`src/rtl/mem_access_pkg.sv`:
```
// Shared size codes and FSM state encoding for the load/store front end.
package mem_access_pkg;
  localparam logic [1:0] SIZE_B = 2'b00;
  localparam logic [1:0] SIZE_H = 2'b01;
  localparam logic [1:0] SIZE_W = 2'b10;

  typedef enum logic [2:0] {
    IDLE    = 3'd0,
    RD      = 3'd1,
    RD_DONE = 3'd2,
    WR      = 3'd3,
    RESP    = 3'd4
  } state_t;
endpackage

```
`src/rtl/mem_lane_align.sv`:
```
// Combinational lane logic: load extract/extend and store merge for little-endian lanes.
module mem_lane_align
  import mem_access_pkg::*;
#(
  parameter int DATA_W = 32
) (
  input  logic [DATA_W-1:0] word,
  input  logic [DATA_W-1:0] wdata,
  input  logic [1:0]        size,
  input  logic [1:0]        offset,
  input  logic              uns,
  output logic [DATA_W-1:0] load_data,
  output logic [DATA_W-1:0] merged
);
  logic [7:0]  b;
  logic [15:0] h;

  always_comb begin
    b         = word[{offset, 3'b000} +: 8];
    h         = word[{offset[1], 4'b0000} +: 16];
    load_data = word;
    merged    = wdata;
    case (size)
      SIZE_B: begin
        load_data = {{(DATA_W-8){b[7] & ~uns}}, b};
        merged    = word;
        merged[{offset, 3'b000} +: 8] = wdata[7:0];
      end
      SIZE_H: begin
        // halfword lane chosen by addr[1] only; addr[0] is ignored here
        load_data = {{(DATA_W-16){h[15] & ~uns}}, h};
        merged    = word;
        merged[{offset[1], 4'b0000} +: 16] = wdata[15:0];
      end
      default: ;
    endcase
  end
endmodule

```
`src/rtl/mem_access_unit.sv`:
```
// Load/store sequencer for the word-only data memory; sub-word stores use read-modify-write.
// Optional misaligned-access trap enabled by defining MEM_MISALIGN_CHECK_EN.
module mem_access_unit
  import mem_access_pkg::*;
#(
  parameter int DATA_W  = 32,
  parameter int WORD_AW = 5
) (
  input  logic                 clk,
  input  logic                 rst,
  input  logic                 req_valid,
  output logic                 req_ready,
  input  logic                 req_we,
  input  logic [1:0]           req_size,
  input  logic                 req_unsigned,
  input  logic [WORD_AW+1:0]   req_addr,
  input  logic [DATA_W-1:0]    req_wdata,
  output logic                 rsp_valid,
  output logic [DATA_W-1:0]    rsp_rdata,
  output logic                 rsp_err,
  output logic [WORD_AW-1:0]   mem_A,
  output logic [DATA_W-1:0]    mem_WD,
  output logic                 mem_WE,
  input  logic [DATA_W-1:0]    mem_RD
);
  state_t state, state_nx;

  logic                we_q, uns_q, err_q;
  logic [1:0]          size_q;
  logic [WORD_AW+1:0]  addr_q;
  logic [DATA_W-1:0]   wdata_q, wbuf, rdata_q;
  logic [DATA_W-1:0]   load_data, merged;
  logic                accept, misalign, word_st;

`ifdef MEM_MISALIGN_CHECK_EN
  assign misalign = ((req_size == SIZE_H) && req_addr[0]) ||
                    (req_size[1] && (req_addr[1:0] != 2'b00));
`else
  assign misalign = 1'b0;
`endif

  assign accept    = req_valid && (state == IDLE);
  assign word_st   = req_we && req_size[1];
  assign req_ready = (state == IDLE);
  assign rsp_valid = (state == RESP);
  assign mem_WE    = (state == WR);
  assign mem_WD    = wbuf;
  assign mem_A     = addr_q[WORD_AW+1:2];
  assign rsp_rdata = rdata_q;
  assign rsp_err   = err_q;

  mem_lane_align #(.DATA_W(DATA_W)) u_align (
    .word      (mem_RD),
    .wdata     (wdata_q),
    .size      (size_q),
    .offset    (addr_q[1:0]),
    .uns       (uns_q),
    .load_data (load_data),
    .merged    (merged)
  );

  always_ff @(posedge clk or posedge rst) begin
    if (rst) state <= IDLE;
    else     state <= state_nx;
  end

  always_comb begin
    state_nx = state;
    case (state)
      IDLE:    if (req_valid) state_nx = misalign ? RESP : (word_st ? WR : RD);
      RD:      state_nx = RD_DONE;
      RD_DONE: state_nx = we_q ? WR : RESP;
      WR:      state_nx = RESP;
      RESP:    state_nx = IDLE;
      default: state_nx = IDLE;
    endcase
  end

  always_ff @(posedge clk or posedge rst) begin
    if (rst) begin
      we_q    <= 1'b0;
      uns_q   <= 1'b0;
      size_q  <= 2'b00;
      addr_q  <= '0;
      wdata_q <= '0;
      wbuf    <= '0;
      rdata_q <= '0;
      err_q   <= 1'b0;
    end else begin
      if (accept) begin
        we_q    <= req_we;
        uns_q   <= req_unsigned;
        size_q  <= req_size;
        addr_q  <= req_addr;
        wdata_q <= req_wdata;
        if (word_st) wbuf <= req_wdata;
        if (misalign) begin
          rdata_q <= '0;
          err_q   <= 1'b1;
        end
      end
      if (state == RD_DONE) begin
        if (we_q) wbuf <= merged;
        else begin
          rdata_q <= load_data;
          err_q   <= 1'b0;
        end
      end
      // stores report zero data; updated here so the value lands with RESP
      if (state == WR) begin
        rdata_q <= '0;
        err_q   <= 1'b0;
      end
    end
  end
endmodule

```
`config.mk`:
```
export PLATFORM = sky130hd
export DESIGN_NAME = mem_access_unit
export DESIGN_NICKNAME = d
export VERILOG_FILES = /design/src/rtl/mem_access_pkg.sv /design/src/rtl/mem_lane_align.sv /design/src/rtl/mem_access_unit.sv
export SDC_FILE = /design/constraint.sdc
export NUM_CORES = 1
export LEC_CHECK = 0
export ABC_AREA = 1
export ABC_CLOCK_PERIOD_IN_PS = 3900
export BUFFER_PORTS_ARGS = -buffer_cell sky130_fd_sc_hd__buf_2
export CORE_AREA = 5 5 122 124
export DETAILED_ROUTE_END_ITERATION = 7
export DIE_AREA = 0 0 127 129
export PLACE_DENSITY = 0.77
export SKIP_CTS_REPAIR_TIMING = 1
export SLEW_MARGIN = 5
export SYNTH_ARGS = -nofsm -noshare
export SYNTH_HDL_FRONTEND = slang
export SYNTH_HIERARCHICAL = 1
export SYNTH_SLANG_ARGS = --single-unit
```
`constraint.sdc`:
```
create_clock -name clk -period 3.9 [get_ports clk]
set_clock_uncertainty 0.05 [all_clocks]
set_input_delay 1.17 -clock clk [delete_from_list [all_inputs] [get_ports clk]]
set_output_delay 1.17 -clock clk [all_outputs]
set_load 0.005 [all_outputs]
```
==> impl_results.md <==
* CP max stage cell: dfrtp_1
* Number of clock buffers inserted by TritonCTS at 9
* Routed wire length at 20.0 mm
* Global-route wire length before repair at 32.4 mm
* DR vias/cell at 5.15
* Placed wire-length estimate after detailed placement at 14.5 mm
* Pwr/cell area at 816 nW/µm²
* Standard cell core area at 13,700 µm²
* Slew headroom at 0.296
* Leakage power total at 4.18 nW
* WS Path Type: reg2out
* Synth Warn # at 6
* Y dimension of the die at 129 µm
* Post-Synthesis Cell Area at 6700 µm²
* Sequential area share after synthesis at 0.411
* H-tree depth at 3
* Ratio of cells with drive above 1 in the final layout at 0.173
* Area delta synth->final at 14.3%
* Number of synthesized register bits at 110
* Post-route worst hold slack at 0.432 ns
* Min-delay worst type: reg2reg
* Post-synthesis cell type count at 33
* TritonCTS clock tree: done
* Net count after synthesis at 1,092
* Number of max-cap violations at 0
* Portion of the clock cycle consumed by the worst path in the final layout at 0.655
* Total global routing overflow at 0
* Final critical delay including setup and external delays at 2.56 ns
* Met1 global-route usage at 0.349
* Count of TritonRoute iterations in the first routing pass at 6
* Area of the die at 16,400 µm²
* Insertion delay to the later sink of the worst-skew pair at 0.35 ns
* Largest net degree at the start of global routing at 120
* Filler cell count at 1,409
* Net total in the final layout at 1,200
* List of cells traversed by the critical path: nor2_2 > inv_1 > nor2_1 > buf_2
* Vias in the first global route at 6,212
* Number of remaining DRC errors at 0
* Critical path endpoint category: primary output
* Number of ports placed on the die boundary at 151
* Buffers on Ports at 149
* Clock slew at reported path FFs at 0.07 ns
* Data required time at the worst endpoint at 2.68 ns
* CTS Root Cell: clkbuf_16
* Post-Synthesis Mean Instance Area at 6.64 µm²
* Wire per inst at 15.3 µm
* Setup TNS after final layout at 0 ns
* Highest achievable clock rate at 391 MHz
* Global routing's busiest layer: met2
* CP Launch Type: register
* Placer congestion estimate at 0.967
* Die outline width at 127 µm
* Slew at the pin with the worst max-slew slack at 1.06 ns
* All-layer global routing usage at 0.247
* Initial Util at 0.490
* Setup repair after global routing missed its margin: no
* Delay of the slowest cell on the worst path at 0.46 ns
* Max FO, Critical Path at 6
* Sink Count at 110
* Remaining number of nets flagged by the antenna check after routing at 0
* Met3 track demand over resource at 0.0403
* Final Max Slew Viols at 0
* Antenna diodes at 0
* Std-Cell Rows at 43
* Count of mapped cells out of synthesis at 1,009
* Met2 usage at 0.389
* Initial drt markers at 823
* Buffer levels on the longest clock path at 2
* Vias after detailed routing at 6,691
* Number of antenna violations at the first check in global routing at 1
* Final count of negative-setup-slack endpoints at 0
* Data arrival time at the worst-slack endpoint at 1.34 ns
* Hold Violations, Final at 0
* Status: finished, final reports clean
* Worst IR drop on VDD at 0.352 mV
-- critical path: cells and delay by family, from the launching register on --
family	cells	cell delay, ns
AND/OR/NAND/NOR	2	0.31
flip-flops	1	0.46
buffers and inverters	2	0.21
-- cells in the mapped netlist (all sizes together) --
library cell  instances  area [µm²]
o22ai                 8        50.1
o21ai                75         379
a21oi                55         279
nand3                75         385
and3                  7        43.8
dfrtp               110        2750
nand4                 1        6.26
clkinv                2        7.51
o21bai                2        18.8
inv                  90         340
ha                    5        62.6
conb                  1        3.75
nand2               364        1390
a31oi                 1        6.26
nor3                  1        10.0
buf                  49         324
clkbuf               14        52.6
nor2                149         588
-- sequential cells by signal (all words and copies together) (netlist names) --
| name | cells |
|---|---|
| wdata_q | 32 |
| state | 3 |
| addr_q | 7 |
| we_q | 1 |
| uns_q | 1 |
| rsp_rdata | 32 |
| mem_WD | 32 |
| size_q | 2 |
-- kinds of logic after synthesis --
logic type               after synthesis  synth area share
other                                  1          0.000560
AO/OA/AOI/OAI                        141             0.109
adder cells (fa/ha/maj)                5           0.00934
buffers and inverters                155             0.108
flip-flops                           110             0.411
AND/OR/NAND/NOR                      597             0.362
-- per-layer routing --
metal / vias to the layer above / share of wire / wire [µm]
met1: 3042 / 0.44 / 8810
met3: 30 / 0.077 / 1530
li1: 3345 / - / -
met2: 272 / 0.46 / 9130
met4: 2 / 0.024 / 471
met5: - / 0.00035 / 7
-- report_power, final --
group	switching [mW]	internal, mW
Sequential	0.427	1.72
Combinational	2.08	1.18
Clock	0.393	0.445
Total	2.90	3.35
-- worst paths after layout --
| path | start | end | slack, ns | depth (start not counted) |
|---|---|---|---|---|
| worst max register to register | addr_q[0]$_DFFE_PP0N_ | mem_WD[26]$_DFF_PP0_ | 1.38 | 9 |
| min in group asynchronous | rst | rsp_rdata[24]$_DFFE_PP0P_ | 0.97 | 3 |
| worst min register to register | addr_q[3]$_DFFE_PP0N_ | addr_q[3]$_DFFE_PP0N_ | 0.43 | 2 |
| worst max-delay path | state[0]$_DFFE_PP0P_ | rsp_valid | 1.34 | 4 |
| worst min-delay path | addr_q[3]$_DFFE_PP0N_ | addr_q[3]$_DFFE_PP0N_ | 0.43 | 2 |
| max in group asynchronous | rst | mem_WD[19]$_DFF_PP0_ | 2.27 | 3 |
-- layout by cell type (no fill, tap or decap), drive strengths merged --
cell type / count
o22ai: 8
nand2: 364
nand3: 75
conb: 1
and3: 7
buf: 160
nand4: 1
nor3: 1
a31oi: 1
clkinvlp: 2
clkbuf: 13
dfrtp: 110
ha: 5
o21ai: 75
a21oi: 55
nor2: 149
clkinv: 2
inv: 89
o21bai: 2
-- area by class of cell --
| cell class | instances | area (µm²) | share of cell area |
|---|---|---|---|
| Inverter | 92 | 352 | 0.0459 |
| Multi-Input combinational cell | 744 | 3250 | 0.424 |
| Tap cell | 180 | 225 | 0.0294 |
| Timing Repair Buffer | 160 | 828 | 0.108 |
| Sequential cell | 110 | 2750 | 0.359 |
| Clock buffer | 13 | 250 | 0.0327 |
| Clock inverter | 1 | 7.51 | 0.000980 |
-- through the flow --
step	utilization	instances	power (mW)	cell area, µm²	worst slack [ns]
after global placement	0.542	1286	5.34	7400	1.27
after detailed placement	0.542	1286	5.41	7400	1.25
after CTS	0.561	1300	6.27	7660	1.33
after global routing	0.561	1300	6.86	7660	1.11
final	0.561	1300	6.25	7660	1.34
after floorplan	-	1009	4.46	6710	1.35
(Power assumes the default switching activity.)
